$ cat src/rtl/hough_pkg.sv
// Shared types and control-word layout for the Hough sequencer.
package hough_pkg;

  typedef enum logic [2:0] {
    ST_IDLE   = 3'd0,
    ST_CLEAR  = 3'd1,
    ST_VOTE   = 3'd2,
    ST_VDRAIN = 3'd3,
    ST_SCAN   = 3'd4,
    ST_SDRAIN = 3'd5,
    ST_POST   = 3'd6,
    ST_DONE   = 3'd7
  } state_e;

  // Control-word widths
  localparam int unsigned CTRL_PRE_W  = 30;
  localparam int unsigned CTRL_MEMO_W = 12;
  localparam int unsigned CTRL_FM_W   = 17;
  localparam int unsigned CTRL_POST_W = 9;

  // ctrl_pre fields
  localparam int unsigned PRE_PHI_LSB = 0;
  localparam int unsigned PRE_PHI_W   = 8;
  localparam int unsigned PRE_PHI_VLD = 8;
  localparam int unsigned PRE_LOAD    = 9;

  // ctrl_memo fields
  localparam int unsigned MEMO_RD  = 0;
  localparam int unsigned MEMO_WR  = 1;
  localparam int unsigned MEMO_CLR = 2;

  // ctrl_find_max fields
  localparam int unsigned FM_ADDR_LSB = 0;
  localparam int unsigned FM_ADDR_W   = 16;
  localparam int unsigned FM_VLD      = 16;

  // ctrl_post fields
  localparam int unsigned POST_RUN = 0;

endpackage

$ cat src/rtl/hough_seq_ctrl_if.sv
// Edge-pixel valid/ready stream into the Hough sequencer.
interface hough_seq_ctrl_if #(
  parameter int unsigned XY_W = 16
) ();

  logic            pix_valid;
  logic            pix_ready;
  logic [XY_W-1:0] pix_x;
  logic [XY_W-1:0] pix_y;
  logic            pix_last;

  modport master (
    output pix_valid, pix_x, pix_y, pix_last,
    input  pix_ready
  );

  modport slave (
    input  pix_valid, pix_x, pix_y, pix_last,
    output pix_ready
  );

endinterface

$ cat src/rtl/hough_sweep_cnt.sv
// Loadable up-counter shared by the address/drain sweeps and the phi sweep.
// cnt_nxt exposes the value the counter takes at the next edge so the owner
// can register outputs that line up with the count.
module hough_sweep_cnt #(
  parameter int unsigned W = 16
) (
  input  logic         clk,
  input  logic         reset,
  input  logic         clr,
  input  logic         en,
  input  logic [W:0]   limit,
  output logic [W-1:0] cnt_nxt,
  output logic         last
);

  localparam int unsigned LW = W + 1;

  logic [W-1:0] cnt_q;

  // Next count: clear wins over increment
  always_comb begin
    cnt_nxt = cnt_q;
    if (clr) begin
      cnt_nxt = '0;
    end else if (en) begin
      cnt_nxt = cnt_q + W'(1);
    end
  end

  // Terminal count, compared without relying on wrap
  assign last = ({1'b0, cnt_q} == (limit - LW'(1)));

  // Count register
  always_ff @(posedge clk or negedge reset) begin
    if (!reset) begin
      cnt_q <= '0;
    end else begin
      cnt_q <= cnt_nxt;
    end
  end

endmodule

$ cat src/rtl/hough_seq_ctrl.sv
// Frame sequencer for the Hough datapath: clear, vote, scan, post, done.
// Optional build macro HOUGH_CTRL_PERF_EN adds vote-cycle and pixel counters.
module hough_seq_ctrl
  import hough_pkg::*;
#(
  parameter int unsigned N_PHI     = 180,
  parameter int unsigned ACC_DEPTH = 4096,
  parameter int unsigned VOTE_LAT  = 3,
  parameter int unsigned RD_LAT    = 2,
  parameter int unsigned ADDR_W    = 16,
  parameter int unsigned PHI_W     = 8,
  parameter int unsigned XY_W      = 16
) (
  input  logic                   clk,
  input  logic                   reset,
  input  logic                   start,
  input  logic                   abort,
  hough_seq_ctrl_if.slave        pix,
  input  logic                   post_done,
  output logic [XY_W-1:0]        x,
  output logic [XY_W-1:0]        y,
  output logic                   reset_pre,
  output logic [2:0]             reset_dp,
  output logic                   post_flag,
  output logic [CTRL_PRE_W-1:0]  ctrl_pre,
  output logic [CTRL_MEMO_W-1:0] ctrl_memo,
  output logic [CTRL_FM_W-1:0]   ctrl_find_max,
  output logic [CTRL_POST_W-1:0] ctrl_post,
  output logic                   busy,
  output logic                   done
`ifdef HOUGH_CTRL_PERF_EN
  ,
  output logic [31:0]            perf_vote_cycles,
  output logic [15:0]            perf_pix_cnt
`endif
);

  localparam int unsigned AL_W = ADDR_W + 1;
  localparam int unsigned PL_W = PHI_W + 1;

  state_e state_q, state_d;
  logic   sweep_q, sweep_d;
  logic   last_q, last_d;
  logic   pix_ready_q;
  logic   hs;

  logic              addr_clr, addr_en, addr_last;
  logic [ADDR_W:0]   addr_limit;
  logic [ADDR_W-1:0] addr_nxt;
  logic              phi_clr, phi_en, phi_last;
  logic [PHI_W-1:0]  phi_nxt;

  logic                   busy_d, done_d, ready_d, post_flag_d, reset_pre_d;
  logic [2:0]             reset_dp_d;
  logic [CTRL_PRE_W-1:0]  ctrl_pre_d;
  logic [CTRL_MEMO_W-1:0] ctrl_memo_d;
  logic [CTRL_FM_W-1:0]   ctrl_fm_d;
  logic [CTRL_POST_W-1:0] ctrl_post_d;

  // Pixel accepted this cycle; an abort discards it
  assign hs = pix.pix_valid && pix_ready_q && !abort;
  assign pix.pix_ready = pix_ready_q;

  // Address counter: CLEAR/SCAN sweep and the drain waits
  hough_sweep_cnt #(.W(ADDR_W)) u_addr_cnt (
    .clk     (clk),
    .reset   (reset),
    .clr     (addr_clr),
    .en      (addr_en),
    .limit   (addr_limit),
    .cnt_nxt (addr_nxt),
    .last    (addr_last)
  );

  // Phi counter: one angle sweep per accepted pixel
  hough_sweep_cnt #(.W(PHI_W)) u_phi_cnt (
    .clk     (clk),
    .reset   (reset),
    .clr     (phi_clr),
    .en      (phi_en),
    .limit   (PL_W'(N_PHI)),
    .cnt_nxt (phi_nxt),
    .last    (phi_last)
  );

  // State register
  always_ff @(posedge clk or negedge reset) begin
    if (!reset) begin
      state_q <= ST_IDLE;
      sweep_q <= 1'b0;
      last_q  <= 1'b0;
    end else begin
      state_q <= state_d;
      sweep_q <= sweep_d;
      last_q  <= last_d;
    end
  end

  // Next state and counter control; abort overrides everything
  always_comb begin
    state_d    = state_q;
    sweep_d    = sweep_q;
    last_d     = last_q;
    addr_en    = 1'b0;
    addr_limit = AL_W'(ACC_DEPTH);
    phi_clr    = 1'b0;
    phi_en     = 1'b0;
    unique case (state_q)
      ST_IDLE: begin
        if (start) state_d = ST_CLEAR;
      end
      ST_CLEAR: begin
        addr_en = 1'b1;
        if (addr_last) state_d = ST_VOTE;
      end
      ST_VOTE: begin
        if (sweep_q) begin
          phi_en = 1'b1;
          if (phi_last) begin
            sweep_d = 1'b0;
            phi_clr = 1'b1;
            if (last_q) begin
              last_d  = 1'b0;
              state_d = ST_VDRAIN;
            end
          end
        end else if (hs) begin
          sweep_d = 1'b1;
          last_d  = pix.pix_last;
          phi_clr = 1'b1;
        end
      end
      ST_VDRAIN: begin
        addr_limit = AL_W'(VOTE_LAT);
        addr_en    = 1'b1;
        if (addr_last) state_d = ST_SCAN;
      end
      ST_SCAN: begin
        addr_en = 1'b1;
        if (addr_last) state_d = ST_SDRAIN;
      end
      ST_SDRAIN: begin
        addr_limit = AL_W'(RD_LAT);
        addr_en    = 1'b1;
        if (addr_last) state_d = ST_POST;
      end
      ST_POST: begin
        if (post_done) state_d = ST_DONE;
      end
      ST_DONE: begin
        state_d = ST_IDLE;
      end
      default: begin
        state_d = ST_IDLE;
      end
    endcase
    if (abort) begin
      state_d = ST_IDLE;
      sweep_d = 1'b0;
      last_d  = 1'b0;
      phi_clr = 1'b1;
    end
    addr_clr = abort || (state_d != state_q);
  end

  // Output decode from the upcoming state so registered outputs align with it
  always_comb begin
    busy_d      = (state_d != ST_IDLE);
    done_d      = (state_d == ST_DONE);
    ready_d     = (state_d == ST_VOTE) && !sweep_d;
    post_flag_d = (state_d == ST_POST);
    reset_pre_d = (state_d == ST_IDLE);
    reset_dp_d  = (state_d == ST_IDLE) ? 3'b111 : 3'b000;
    ctrl_pre_d  = '0;
    ctrl_memo_d = '0;
    ctrl_fm_d   = '0;
    ctrl_post_d = '0;
    ctrl_pre_d[PRE_LOAD] = hs;
    if (sweep_d) begin
      ctrl_pre_d[PRE_PHI_VLD]                  = 1'b1;
      ctrl_pre_d[PRE_PHI_LSB +: PRE_PHI_W]     = PRE_PHI_W'(phi_nxt);
      ctrl_memo_d[MEMO_WR]                     = 1'b1;
      ctrl_memo_d[MEMO_RD]                     = 1'b1;
    end
    if (state_d == ST_CLEAR) ctrl_memo_d[MEMO_CLR] = 1'b1;
    if (state_d == ST_SCAN) begin
      ctrl_memo_d[MEMO_RD]                     = 1'b1;
      ctrl_fm_d[FM_VLD]                        = 1'b1;
      ctrl_fm_d[FM_ADDR_LSB +: FM_ADDR_W]      = FM_ADDR_W'(addr_nxt);
    end
    if (state_d == ST_POST) ctrl_post_d[POST_RUN] = 1'b1;
  end

  // Output registers and pixel latch
  always_ff @(posedge clk or negedge reset) begin
    if (!reset) begin
      busy          <= 1'b0;
      done          <= 1'b0;
      pix_ready_q   <= 1'b0;
      post_flag     <= 1'b0;
      reset_pre     <= 1'b1;
      reset_dp      <= 3'b111;
      ctrl_pre      <= '0;
      ctrl_memo     <= '0;
      ctrl_find_max <= '0;
      ctrl_post     <= '0;
      x             <= '0;
      y             <= '0;
    end else begin
      busy          <= busy_d;
      done          <= done_d;
      pix_ready_q   <= ready_d;
      post_flag     <= post_flag_d;
      reset_pre     <= reset_pre_d;
      reset_dp      <= reset_dp_d;
      ctrl_pre      <= ctrl_pre_d;
      ctrl_memo     <= ctrl_memo_d;
      ctrl_find_max <= ctrl_fm_d;
      ctrl_post     <= ctrl_post_d;
      if (hs) begin
        x <= pix.pix_x;
        y <= pix.pix_y;
      end
    end
  end

`ifdef HOUGH_CTRL_PERF_EN
  // Saturating performance counters, cleared by an accepted start
  always_ff @(posedge clk or negedge reset) begin
    if (!reset) begin
      perf_vote_cycles <= '0;
      perf_pix_cnt     <= '0;
    end else if (state_q == ST_IDLE && start && !abort) begin
      perf_vote_cycles <= '0;
      perf_pix_cnt     <= '0;
    end else begin
      if ((state_q == ST_VOTE || state_q == ST_VDRAIN) && perf_vote_cycles != '1)
        perf_vote_cycles <= perf_vote_cycles + 32'd1;
      if (hs && perf_pix_cnt != '1)
        perf_pix_cnt <= perf_pix_cnt + 16'd1;
    end
  end
`endif

endmodule

$ cat src/flat_wrapper.sv
// flat-port wrapper written by rule: the top's interface ports become plain ports
module hough_seq_ctrl_flat import hough_pkg::*;
#(
  parameter int unsigned N_PHI     = 180,
  parameter int unsigned ACC_DEPTH = 4096,
  parameter int unsigned VOTE_LAT  = 3,
  parameter int unsigned RD_LAT    = 2,
  parameter int unsigned ADDR_W    = 16,
  parameter int unsigned PHI_W     = 8,
  parameter int unsigned XY_W      = 16
)
  (clk, reset, start, abort, post_done, x, y, reset_pre, reset_dp, post_flag, ctrl_pre, ctrl_memo, ctrl_find_max, ctrl_post, busy, done, pix_pix_valid, pix_pix_x, pix_pix_y, pix_pix_last, pix_pix_ready);
  hough_seq_ctrl_if #(.XY_W(XY_W)) pix_i ();
  input  logic clk;
  input  logic reset;
  input  logic start;
  input  logic abort;
  input  logic post_done;
  output logic [XY_W-1:0] x;
  output logic [XY_W-1:0] y;
  output logic reset_pre;
  output logic [2:0] reset_dp;
  output logic post_flag;
  output logic [CTRL_PRE_W-1:0] ctrl_pre;
  output logic [CTRL_MEMO_W-1:0] ctrl_memo;
  output logic [CTRL_FM_W-1:0] ctrl_find_max;
  output logic [CTRL_POST_W-1:0] ctrl_post;
  output logic busy;
  output logic done;
  input wire logic [$bits(pix_i.pix_valid)-1:0] pix_pix_valid;
  input wire logic [$bits(pix_i.pix_x)-1:0] pix_pix_x;
  input wire logic [$bits(pix_i.pix_y)-1:0] pix_pix_y;
  input wire logic [$bits(pix_i.pix_last)-1:0] pix_pix_last;
  output wire logic [$bits(pix_i.pix_ready)-1:0] pix_pix_ready;
  assign pix_i.pix_valid = pix_pix_valid;
  assign pix_i.pix_x = pix_pix_x;
  assign pix_i.pix_y = pix_pix_y;
  assign pix_i.pix_last = pix_pix_last;
  assign pix_pix_ready = pix_i.pix_ready;
  hough_seq_ctrl #(.N_PHI(N_PHI), .ACC_DEPTH(ACC_DEPTH), .VOTE_LAT(VOTE_LAT), .RD_LAT(RD_LAT), .ADDR_W(ADDR_W), .PHI_W(PHI_W), .XY_W(XY_W)) u_core (.clk(clk), .reset(reset), .start(start), .abort(abort), .pix(pix_i), .post_done(post_done), .x(x), .y(y), .reset_pre(reset_pre), .reset_dp(reset_dp), .post_flag(post_flag), .ctrl_pre(ctrl_pre), .ctrl_memo(ctrl_memo), .ctrl_find_max(ctrl_find_max), .ctrl_post(ctrl_post), .busy(busy), .done(done));
endmodule
$ cat config.mk
export PLATFORM = sky130hd
export DESIGN_NAME = hough_seq_ctrl_flat
export DESIGN_NICKNAME = d
export VERILOG_FILES = /design/src/rtl/hough_pkg.sv /design/src/rtl/hough_seq_ctrl_if.sv /design/src/rtl/hough_sweep_cnt.sv /design/src/rtl/hough_seq_ctrl.sv /design/src/flat_wrapper.sv
export SDC_FILE = /design/constraint.sdc
export NUM_CORES = 1
export LEC_CHECK = 0
export CAP_MARGIN = 20
export CORE_MARGIN = 3
export CORE_UTILIZATION = 51
export CTS_BUF_LIST = sky130_fd_sc_hd__clkbuf_8
export CTS_CLUSTER_SIZE = 40
export DETAILED_ROUTE_END_ITERATION = 12
export HOLD_SLACK_MARGIN = 0.03
export PLACE_DENSITY = 0.95
export SYNTH_ARGS = -nofsm -noshare
export SYNTH_HDL_FRONTEND = slang
export SYNTH_SLANG_ARGS = --single-unit
export TNS_END_PERCENT = 100
$ cat constraint.sdc
create_clock -name clk -period 5 [get_ports clk]
set_input_delay 1 -clock clk [delete_from_list [all_inputs] [get_ports clk]]
set_output_delay 1 -clock clk [all_outputs]
set_load 0.03 [all_outputs]
Word level (Yosys, flattened, before mapping)
Cells that the tools add are included.
{ "totals": {"latch_bits": 0, "romBits": 0, "ff_bits": 100, "memories": 0, "inputBits": 39, "elab_cells": 89, "ram_bits": 0, "out_inout_bits": 108} }
{ "classes": {"addsub": 3, "div": 0, "n_mux": 40, "bitwise_logic": 0, "n_eq_ne": 16, "n_reduce_logical": 13, "mul": 0, "shifts": 0, "n_lt_le_gt_ge": 0} }
{ "ops": {"columns": ["operator", "n"], "rows": [
  ["two-way mux 3 bit", 11],
  ["two-way mux 16 bit", 2],
  ["one-hot mux 13 bit (2 select lines)", 1],
  ["one-hot mux 3 bit (8 select lines)", 1],
  ["== test 3 bit (second input constant)", 7],
  ["two-way mux 1 bit", 20],
  ["== test 16 x 17 -> 1 bit", 1],
  ["two-way mux 17 bit", 1],
  ["subtractor 17 x 1 -> 17 bit (second input constant)", 1],
  ["adder 16 x 1 -> 16 bit (second input constant)", 1],
  ["two-way mux 8 bit", 2],
  ["== test 3 x 2 -> 1 bit (second input constant)", 3],
  ["two-way mux 9 bit", 1],
  ["adder 8 x 1 -> 8 bit (second input constant)", 1],
  ["== test 8 bit (second input constant)", 1],
  ["== test 3 x 1 -> 1 bit (second input constant)", 2],
  ["zero test 3 bit", 2],
  ["nonzero test 3 bit", 2],
  ["OR reduction 4 bit", 1],
  ["logical AND 1 bit", 3],
  ["!= test 3 bit", 1],
  ["!= test 3 bit (second input constant)", 1],
  ["AND reduction 3 bit", 1],
  ["zero test 1 bit", 2],
  ["3 further kinds", 3]
]} }

Longest topological paths before layout
Gate-level depths: netlist of run 1.
{ "logic_depth": {"depth_word": 11, "depth_mapped": 8, "ltp_nobuf": 7} }

Cells and area by module
Synthesis of run 1 repeated with hierarchy kept, for this count alone.
{ "unflattened": {"hier_cells": 555, "area_unflattened_um2": 5166.2} }
{ "by_module_without_submodules": {"columns": ["mod", "area_per_inst_um2", "n_inst", "cells_per_inst", "seq_area_each_um2"], "rows": [
  ["hough_seq_ctrl", 3103.0, 1, 307, 1752.9],
  ["hough_sweep_cnt at u_core.u_addr_cnt", 1345.0, 1, 162, 400.4],
  ["hough_sweep_cnt at u_core.u_phi_cnt", 718.2, 1, 86, 200.2]
]} }

Worst setup path before layout of run 1
No wires, ideal clock.
{ "synth_timing": {"path_kind": "input port to flip-flop", "from": "input port abort", "to": "register u_core.x[10]", "path_buffers": 2, "slack_ps": 2719, "arrival_time_ps": 2157, "setup_time_ps": 125, "cell_stages": 4, "t_required_ps": 4875, "path_cell_list": "clkbuf_1 > nor2_1 > clkbuf_1 > mux2_2"} }
{ "synth_via": {"elab_chain_cells": 2} }
{ "synth_rtl": {"columns": ["item", "line_no", "text"], "rows": [
  ["start: declaration", "flat_wrapper.sv:17", "input logic abort;"],
  ["zero test 1 bit", "hough_seq_ctrl.sv:61", "assign hs = pix.pix_valid && pix_ready_q && !abort;"],
  ["logical AND 1 bit", "hough_seq_ctrl.sv:61", null],
  ["end signal: assignment", "hough_seq_ctrl.sv:221", "x <= pix.pix_x;"],
  ["end: declaration", "hough_seq_ctrl.sv:20", "output logic [XY_W-1:0] x,"]
]} }
Every way passes these cells.
A chain may end at the register's enable or synchronous reset.

==> results.cfg, run 1 <==
[sta]
grt_setup_unrepaired = false
final.min_clock_period_ps = 2570
timing.hold.ws_ps = 511
worst-slew-pin-transition_ps = 881
final.period_utilization_pct = 51.3
finalSetupViolations = 0
total_negative_slack_ps = 0
timing.final.hold_violations = 0
final_max_slew_viol_count = 0
clock.fmax_mhz = 390
relSlewSlack_pct = 41.0
fin_worst_skew_ps = 8.96

[clock_tree]
post-cts-setup-buffer-count = 0
clock_tree.htree_level_count = 3
cts_root_buffer = sky130_fd_sc_hd__clkbuf_8
cts_tree = yes
total_of_cells_resized_after_clock_tree_synthesis = 0
cts.reportedPaths.clkPinSlew_ps = 70
max-clock-path-buffers = 2
clk_latency_ps = 350
post_cts_hold_buffer_count = 0
clock_sinks = 94
number_of_buffers_inserted_during_clock_tree_synthesis = 9

[worst_setup_path]
arrival_ps = 1570
worstPathBufferInverterCount = 1
worstSetupPathDepth = 1
cp_max_fo = 4
r2r.worst_path.cells = 6
timing_worst_setup_path_type = flop to output port
critPathSlowestCell = sky130_fd_sc_hd__clkdlybuf4s50_1
path_cells = clkdlybuf4s50_1
critPathCaptureType = output port
critical_path.startpoint_type = flop
critical_path.top_delay_family = buffers and inverters
worst_setup_path_startpoint = u_core.reset_dp[1]
cp.required_ps = 4000
crit-reg2reg-launch = u_core.state_q[1]
timing.critical_path.slowest_cell_delay_ps = 670

[placement]
port_buffers = 109
detailed_place_hpwl_mm = 6.95
gp_congestion = 0.874
detailed_place.area_mm2 = 0.00530

[yosys]
post-synth-top-area-cell = sky130_fd_sc_hd__dfrtp_1
synth_top_area_share_pct = 53.9
seq_area_frac_synth_pct = 54.5
yosys_most_used_dff = sky130_fd_sc_hd__dfrtp_1
synth_top_cells_by_area = sky130_fd_sc_hd__dfrtp_1 54%, sky130_fd_sc_hd__mux2_2 8.6%, sky130_fd_sc_hd__buf_4 7.6%
ys_ff_latch = 94
synthDistinctLibCells = 59
synth-edff-count = 0
yosys_warnings = 0
ys_top_cells_by_count = 93 x sky130_fd_sc_hd__dfrtp_1, 51 x sky130_fd_sc_hd__nor2_1, 44 x sky130_fd_sc_hd__buf_4
post_synth_inst_count = 372
asyncSetResetFlopFracSynth_pct = 100
synthesis.area_mm2 = 0.00432
synth.most_common_cell = sky130_fd_sc_hd__dfrtp_1
syn_avg_cell_area_um2 = 11.6

[min_path]
path_category_of_the_worst_min_delay_check = flop to flop
hold_path_startpoint = u_core.y[14]
hold-path-cell-count = 1

[routing]
wire_per_inst_um = 15.9
detail_route.iter0.violations = 168
routed-via-count = 2967
remaining_drc_errors = 0
route.final.wire_length_mm = 9.23
detailedRoute.firstPassIterationCount = 4
vias_per_cell = 5.10
route.antenna.remaining_nets = 0

[floorplan]
core_mm2 = 0.00797
floorplan_die_height_um = 98.0
floorplan.rows = 32
die_area_mm2 = 0.00961
initial_cell_density_of_the_core_pct = 54.2
design.portCount = 147
die_width_um = 98.0

[final_layout]
n_diodes = 0
design_area_mm2 = 0.00550
final.fill_count = 568
flow.area_growth_from_synthesis_pct = 27.3
drive_above_1_share_pct = 14.2
design.final.nets = 517

[global_routing]
initial_antenna_violation_count = 0
grt_start_max_net_pins = 53
grt_util_all_layers_pct = 19.8
grt_remaining_overflow = 0
grt_pass1_vias = 2937
grt_first_pass_wirelength_mm = 15.2

[pwr]
power.share.sequential_pct = 54.7
p_leak_nw = 2.49
power.ir.vdd_worst_mv = 0.170
p_sw_uw = 363
clock_power_share_pct = 33.4
netSwitchingFraction_pct = 25.2
relative_contribution_of_combinational_cells_to_total_power_pct = 12.0
internal_power_mw = 1.07
power.density_mw_per_mm2 = 261

[run]
cap_viol_max_count = 0

[run_status]
status = completed
## flip-flops by register name (all words and copies together) (netlist names)
name and count:
u_core.ctrl_pre 10, u_core.busy 1, u_core.done 1, u_core.y 16, u_core.u_phi_cnt.cnt_q 8, u_core.ctrl_memo 2, u_core.ctrl_find_max 17, u_core.state_q 3
u_core.u_addr_cnt.cnt_q 16, u_core.last_q 1, u_core.post_flag 1, u_core.reset_dp 1, u_core.pix.pix_ready 1, u_core.x 16
## layout by cell type (no fill, tap or decap), drive strengths merged, types with 4 or more instances in the layout
cell type | synthesis | routed
a21oi | 4 | 4
and3 | 6 | 6
buf | 50 | 4
clkbuf | 5 | 10
clkdlybuf4s50 | 0 | 108
conb | 1 | 37
dfrtp | 93 | 93
inv | 6 | 8
mux2 | 34 | 34
mux2i | 5 | 5
nand2 | 14 | 14
nand2b | 4 | 4
nand3 | 11 | 11
nand4 | 5 | 5
nor2 | 52 | 52
nor3 | 11 | 11
nor4 | 4 | 4
o21ai | 10 | 10
xnor2 | 9 | 9
xor2 | 14 | 14
## final cells by class
class                           instances  area (µm²)  share of cell area [%]
Inverter                                6        22.5                   0.410
Timing Repair Buffer                  112        1110                    20.2
Sequential cell                        94        2350                    42.8
Multi-Input combinational cell        253        1700                    30.9
Clock buffer                           10         138                    2.50
Tap cell                              102         128                    2.32
Clock inverter                          5        52.6                   0.956
## layer usage
layer	wire length, µm	up-vias	GRT usage, %
li1	-	1383	-
met2	4760	120	34.7
met3	516	12	3.93
met1	3780	1452	24.6
met4	181	0	6.71
met5	0	-	0
## logic make-up after synthesis
kind of cell,synth area share [%]
buffers and inverters,9.44
and+or+nand+nor,15.2
DFF,54.5
other,0.0868
adders and majority gates,0.579
AOI/OAI and AO/OA,5.45
xor gates and xnor gates,4.66
muxes,10.1
## final timing paths
check / to / slack [ps]
max in group asynchronous: u_core.reset_dp[1] / 3330
max: reset_dp[2] / 2430
min in group asynchronous: u_core.ctrl_find_max[7] / 680
max reg2reg: u_core.ctrl_memo[0] / 2720
min: u_core.y[14] / 510
min reg2reg: u_core.y[14] / 510
## power groups by stage
stage | registers [mW] | logic [mW] | clock network, mW
after floorplan | 0.812 | 0.110 | 0
after CTS | 0.786 | 0.173 | 0.492
after global routing | 0.789 | 0.184 | 0.524
final | 0.786 | 0.172 | 0.479
after detailed placement | 0.801 | 0.172 | 0
after global placement | 0.799 | 0.169 | 0
## stage by stage
step | power, mW | util, % | cells | setup slack [ps]
3_5_place_dp | 0.973 | 66.6 | 566 | 2240
4_1_cts | 1.45 | 69.0 | 581 | 2260
6_report | 1.44 | 69.0 | 582 | 2430
5_1_grt | 1.50 | 69.0 | 582 | 2360
3_3_place_gp | 0.968 | 66.6 | 566 | 2320
2_1_floorplan | 0.923 | - | 408 | 2720
(Power assumes the default switching activity.)
==> run 2: changes to the inputs <==
CORE_UTILIZATION = 47   (was 51)
PLACE_DENSITY = 0.93   (was 0.95)
clock period = 2.6 ns   (was 5 ns; I/O delays follow)
==> run 2 against run 1 <==
- power is 100% higher
- largest power group unchanged
- critical endpoint is now u_core.u_addr_cnt.cnt_q[4]
- via count is 0.34% lower
- worst hold slack worse by 400 ps
- non-clock buffer count is 5 higher
- final cell count is 2.1% higher
- design area is 1.7% higher
- wire length is 0.69% higher
- global-route usage is 1.5 points lower
- die area is 8.0% higher
- worst setup slack worse by 2000 ps
- clock power is 120% higher
- flip-flop and latch count stayed put
==> results.cfg, run 2 (same netlist as run 1, synthesis figures left out) <==
[run_status]
status = completed

[final_layout]
layout_commonest_cell = sky130_fd_sc_hd__clkdlybuf4s50_1
final_cells = 594
top_register = u_core.ctrl_find_max
final-seq-area_mm2 = 0.00235
final.fill_count = 661
layout.cells.most_common_list = 108 x sky130_fd_sc_hd__clkdlybuf4s50_1, 93 x sky130_fd_sc_hd__dfrtp_1, 50 x sky130_fd_sc_hd__nor2_1
design.final.nets = 522
multi_input_area_mm2 = 0.00170
number_of_flip_flops_in_the_largest_register = 17
design_area_mm2 = 0.00559
n_diodes = 0
flow.area_growth_from_synthesis_pct = 29.4
drive_above_1_share_pct = 15.6
post_layout_util_pct = 63.5

[sta]
grt_setup_unrepaired = false
postLayoutSetupSlackWorst_ps = 388
final_max_slew_viol_count = 0
fin_worst_skew_ps = 5.74
final.period_utilization_pct = 85.1
finalSetupViolations = 0
timing.hold.ws_ps = 108
total_negative_slack_ps = 0
clock.fmax_mhz = 452
relSlewSlack_pct = 53.6
timing.final.hold_violations = 0
final.min_clock_period_ps = 2210
worst-slew-pin-transition_ps = 689

[global_routing]
initial_antenna_violation_count = 0
grt_util_all_layers_pct = 18.4
grt_remaining_overflow = 0
grt_start_max_net_pins = 59
grt_pass1_vias = 2990
grt_first_pass_wirelength_mm = 14.9

[pwr]
power.ir.vdd_worst_mv = 0.286
power.density_mw_per_mm2 = 521
p_leak_nw = 2.54
p_total_mw = 2.91

[clock_tree]
post_cts_hold_buffer_count = 0
post-cts-setup-buffer-count = 0
cts_tree = yes
clock_sinks = 94
total_of_cells_resized_after_clock_tree_synthesis = 0
max-clock-path-buffers = 2
clock_tree.htree_level_count = 3
cts.reportedPaths.clkPinSlew_ps = 90
clk_latency_ps = 360
number_of_buffers_inserted_during_clock_tree_synthesis = 9
cts_root_buffer = sky130_fd_sc_hd__clkbuf_8

[worst_setup_path]
timing.critical_path.slowest_cell_delay_ps = 590
cp_max_fo = 15
path_cells = and2b_1, o21ai_1, mux2i_1, buf_4, nand2_4, a211oi_4, nor2_1
arrival_ps = 2450
cp.required_ps = 2830
critical_path.startpoint_type = flop
critPathCaptureType = flop
timing_worst_setup_path_type = flop to flop
critPathSlowestCell = sky130_fd_sc_hd__dfrtp_1
worstPathBufferInverterCount = 1
critical_path.top_delay_family = compound AO/OA/AOI/OAI gates

[placement]
detailed_place_hpwl_mm = 7.03
dpl.cell_count = 578
detailed_place.area_mm2 = 0.00537
gp_congestion = 0.908
pre_cts_ws_ps = 329
port_buffers = 109

[floorplan]
die_area_mm2 = 0.0104
die_width_um = 102
core_mm2 = 0.00881
floorplan.rows = 34
design.portCount = 147
initial_cell_density_of_the_core_pct = 49.1
floorplan_die_height_um = 102

[run]
cap_viol_max_count = 0

[routing]
route.final.wire_length_mm = 9.30
route.antenna.remaining_nets = 0
detailedRoute.firstPassIterationCount = 4
wire_per_inst_um = 15.6
remaining_drc_errors = 0
routed-via-count = 2957
vias_per_cell = 4.98
detail_route.iter0.violations = 155

[min_path]
path_category_of_the_worst_min_delay_check = input port to asynchronous set/reset pin
==> run 2: changes by cell type in the layout (fill, tap and decap cells not counted) <==
cell / delta
sky130_fd_sc_hd__inv_6: +1
sky130_fd_sc_hd__buf_12: +1
sky130_fd_sc_hd__buf_2: -1
sky130_fd_sc_hd__buf_4: +5
sky130_fd_sc_hd__clkinv_2: +3
sky130_fd_sc_hd__bufinv_16: +1
sky130_fd_sc_hd__inv_1: -2
sky130_fd_sc_hd__clkinvlp_4: -2
==> run 2: path summary, 6_finish.rpt <==
path                                              endpoint               from  cells past startpoint  slack [ps]
worst max-delay path            u_core.u_addr_cnt.cnt_q[4]  u_core.state_q[1]                      7         390
worst min-delay path              u_core.ctrl_find_max[14]              reset                      1         110
worst max register to register  u_core.u_addr_cnt.cnt_q[4]  u_core.state_q[1]                      7         390
worst min register to register                u_core.y[12]       u_core.y[12]                      1         510
max in group asynchronous               u_core.reset_dp[1]              reset                      2        1800
min in group clk                              u_core.y[12]       u_core.y[12]                      1         510
==> run 2: per-layer routing <==
layer,part of all wire [%],GRT usage [%],vias up
met4,1.2,7.87,0
li1,-,-,1397
met3,5.7,2.53,11
met2,52,32.1,112
met5,0,0,-
met1,41,23.0,1437
==> run 2: worst register-to-register path, cell delays in order, from the launching register on <==
cell and delay [ps]:
sky130_fd_sc_hd__dfrtp_1 590, sky130_fd_sc_hd__and2b_1 280, sky130_fd_sc_hd__o21ai_1 170, sky130_fd_sc_hd__mux2i_1 230, sky130_fd_sc_hd__buf_4 160, sky130_fd_sc_hd__nand2_4 110, sky130_fd_sc_hd__a211oi_4 440, sky130_fd_sc_hd__nor2_1 100
==> run 2: where the power goes <==
part           total [mW]  switching, mW  internal (mW)
Clock                1.07          0.499          0.566
Sequential           1.51         0.0225           1.48
Combinational       0.340          0.212          0.128
Total                2.91          0.734           2.18
==> run 2: cell type report <==
| class | count | share of cell area (%) |
|---|---|---|
| inverter | 6 | 0.403 |
| multi-input combinational | 253 | 30.3 |
| clock inverter | 6 | 1.50 |
| clock buffer | 10 | 2.46 |
| timing repair buffer | 117 | 20.8 |
| tap | 108 | 2.42 |
| sequential | 94 | 42.1 |
==> run 3: changes to the inputs <==
CORE_UTILIZATION = 66   (was 47)
DONT_BUFFER_PORTS = 1   (was default)
MAX_ROUTING_LAYER = met4   (was default)
REMOVE_ABC_BUFFERS = 1   (was default)
==> run 3 against run 2 <==
- the flow now finishes with violations (negative hold slack)
- wire length fell by 15%
- combinational power down 52%
- worst hold slack worse by 260 ps
- largest cell class unchanged
- largest power group unchanged
- utilization increased by 8.4 points
==> results.cfg, run 3 (same netlist as run 1, synthesis figures left out) <==
[sta]
postLayoutSetupSlackWorst_ps = 263
grt_setup_unrepaired = false
final.period_utilization_pct = 89.9
final.min_clock_period_ps = 2340
clock.fmax_mhz = 428
timing.final.hold_violations = 93
fin_worst_skew_ps = 10.3
final_max_slew_viol_count = 0
relSlewSlack_pct = 52.9
worst-slew-pin-transition_ps = 700
timing.hold.ws_ps = -149
finalSetupViolations = 0

[final_layout]
flow.area_growth_from_synthesis_pct = 1.94
final.fill_count = 411
layout.cells.most_common_list = 93 x sky130_fd_sc_hd__dfrtp_1, 50 x sky130_fd_sc_hd__nor2_1, 37 x sky130_fd_sc_hd__conb_1
final_cells = 449
top_register = u_core.ctrl_find_max
design.final.nets = 410
layout_commonest_cell = sky130_fd_sc_hd__dfrtp_1
drive_above_1_share_pct = 19.0
n_diodes = 0
number_of_flip_flops_in_the_largest_register = 17

[clock_tree]
clk_latency_ps = 350
cts_root_buffer = sky130_fd_sc_hd__clkbuf_8
number_of_buffers_inserted_during_clock_tree_synthesis = 9
clock_tree.htree_level_count = 3
max-clock-path-buffers = 2
post-cts-setup-buffer-count = 0
total_of_cells_resized_after_clock_tree_synthesis = 0
clock_sinks = 94
cts_tree = yes
cts.reportedPaths.clkPinSlew_ps = 90

[routing]
route.final.wire_length_mm = 7.92
route.antenna.remaining_nets = 0
remaining_drc_errors = 0
routed-via-count = 2566
detailedRoute.firstPassIterationCount = 4
wire_per_inst_um = 17.6
detail_route.iter0.violations = 139
vias_per_cell = 5.71

[worst_setup_path]
timing_worst_setup_path_type = flop to flop
arrival_ps = 2550
cp.required_ps = 2820
critical_path.startpoint_type = flop
cp_max_fo = 15
r2r.worst_path.cells = 6
critPathCaptureType = flop

[global_routing]
grt_remaining_overflow = 0
grt_pass1_vias = 2535
grt_start_max_net_pins = 95
grt_first_pass_wirelength_mm = 12.2
grt_util_all_layers_pct = 21.7
initial_antenna_violation_count = 0

[run]
cap_viol_max_count = 0

[pwr]
p_total_mw = 2.66
power.ir.vdd_worst_mv = 0.489
p_leak_nw = 2.11
power.density_mw_per_mm2 = 605

[min_path]
path_category_of_the_worst_min_delay_check = input port to asynchronous set/reset pin

[placement]
pre_cts_ws_ps = 299
port_buffers = 0
dpl.cell_count = 433
gp_congestion = 0.853
detailed_place_hpwl_mm = 5.65

[floorplan]
floorplan.rows = 28
design.portCount = 147
die_area_mm2 = 0.00755
floorplan_die_height_um = 86.9
initial_cell_density_of_the_core_pct = 70.5
die_width_um = 86.9
core_mm2 = 0.00613

[run_status]
violations = negative hold slack
status = finished with violations
run 3: metal layers:
layer | part of all wire [%] | global-route usage, % | up-vias
met2 | 46 | 33.3 | 133
met3 | 8.7 | 4.64 | 20
met5 | 0 | - | -
met4 | 2.2 | 10.5 | 0
li1 | - | - | 1175
met1 | 43 | 27.6 | 1238
run 3: final cells by class:
| type | count | area (µm²) | share of cell area [%] |
|---|---|---|---|
| flip-flops and latches | 94 | 2350 | 53.4 |
| multi-input cells | 253 | 1700 | 38.5 |
| clock buffers | 10 | 138 | 3.13 |
| well taps | 75 | 93.8 | 2.13 |
| clock inverters | 6 | 62.6 | 1.42 |
| repair buffers | 5 | 37.5 | 0.852 |
| inverters | 6 | 22.5 | 0.511 |
run 3: through the flow:
stage / hold slack, ps / cell area [µm²] / util (%) / TNS, ps
global route: -175 / 4400 / 71.8 / 0
floorplan: 224 / 4070 / - / -74.0
finish: -149 / 4400 / 71.8 / 0
global placement: 226 / 4200 / 68.6 / 0
CTS: -163 / 4400 / 71.8 / 0
detailed placement: 227 / 4200 / 68.6 / 0
run 3: power breakdown:
group	total [mW]	internal [mW]	switching (mW)
Combinational	0.163	0.0401	0.123
Sequential	1.55	1.48	0.0685
Clock	0.948	0.467	0.480
Total	2.66	1.99	0.671
run 3: critical path, cell delays in order (launching register included):
cell	delay, ps
sky130_fd_sc_hd__dfrtp_1	590
sky130_fd_sc_hd__and2b_1	280
sky130_fd_sc_hd__o21ai_1	160
sky130_fd_sc_hd__mux2i_1	440
sky130_fd_sc_hd__nand2_4	190
sky130_fd_sc_hd__a211oi_4	440
sky130_fd_sc_hd__nor2_1	110
run 3: final timing paths:
| path | from | to | slack, ps |
|---|---|---|---|
| setup / recovery | u_core.state_q[1] | u_core.u_addr_cnt.cnt_q[12] | 260 |
| hold / removal | reset | u_core.y[6] | -150 |
| setup reg to reg | u_core.state_q[1] | u_core.u_addr_cnt.cnt_q[12] | 260 |
| hold reg to reg | u_core.u_phi_cnt.cnt_q[7] | u_core.u_phi_cnt.cnt_q[7] | 580 |
| max in group asynchronous | reset | u_core.reset_dp[1] | 2540 |
| min in group clk | abort | u_core.state_q[1] | 230 |
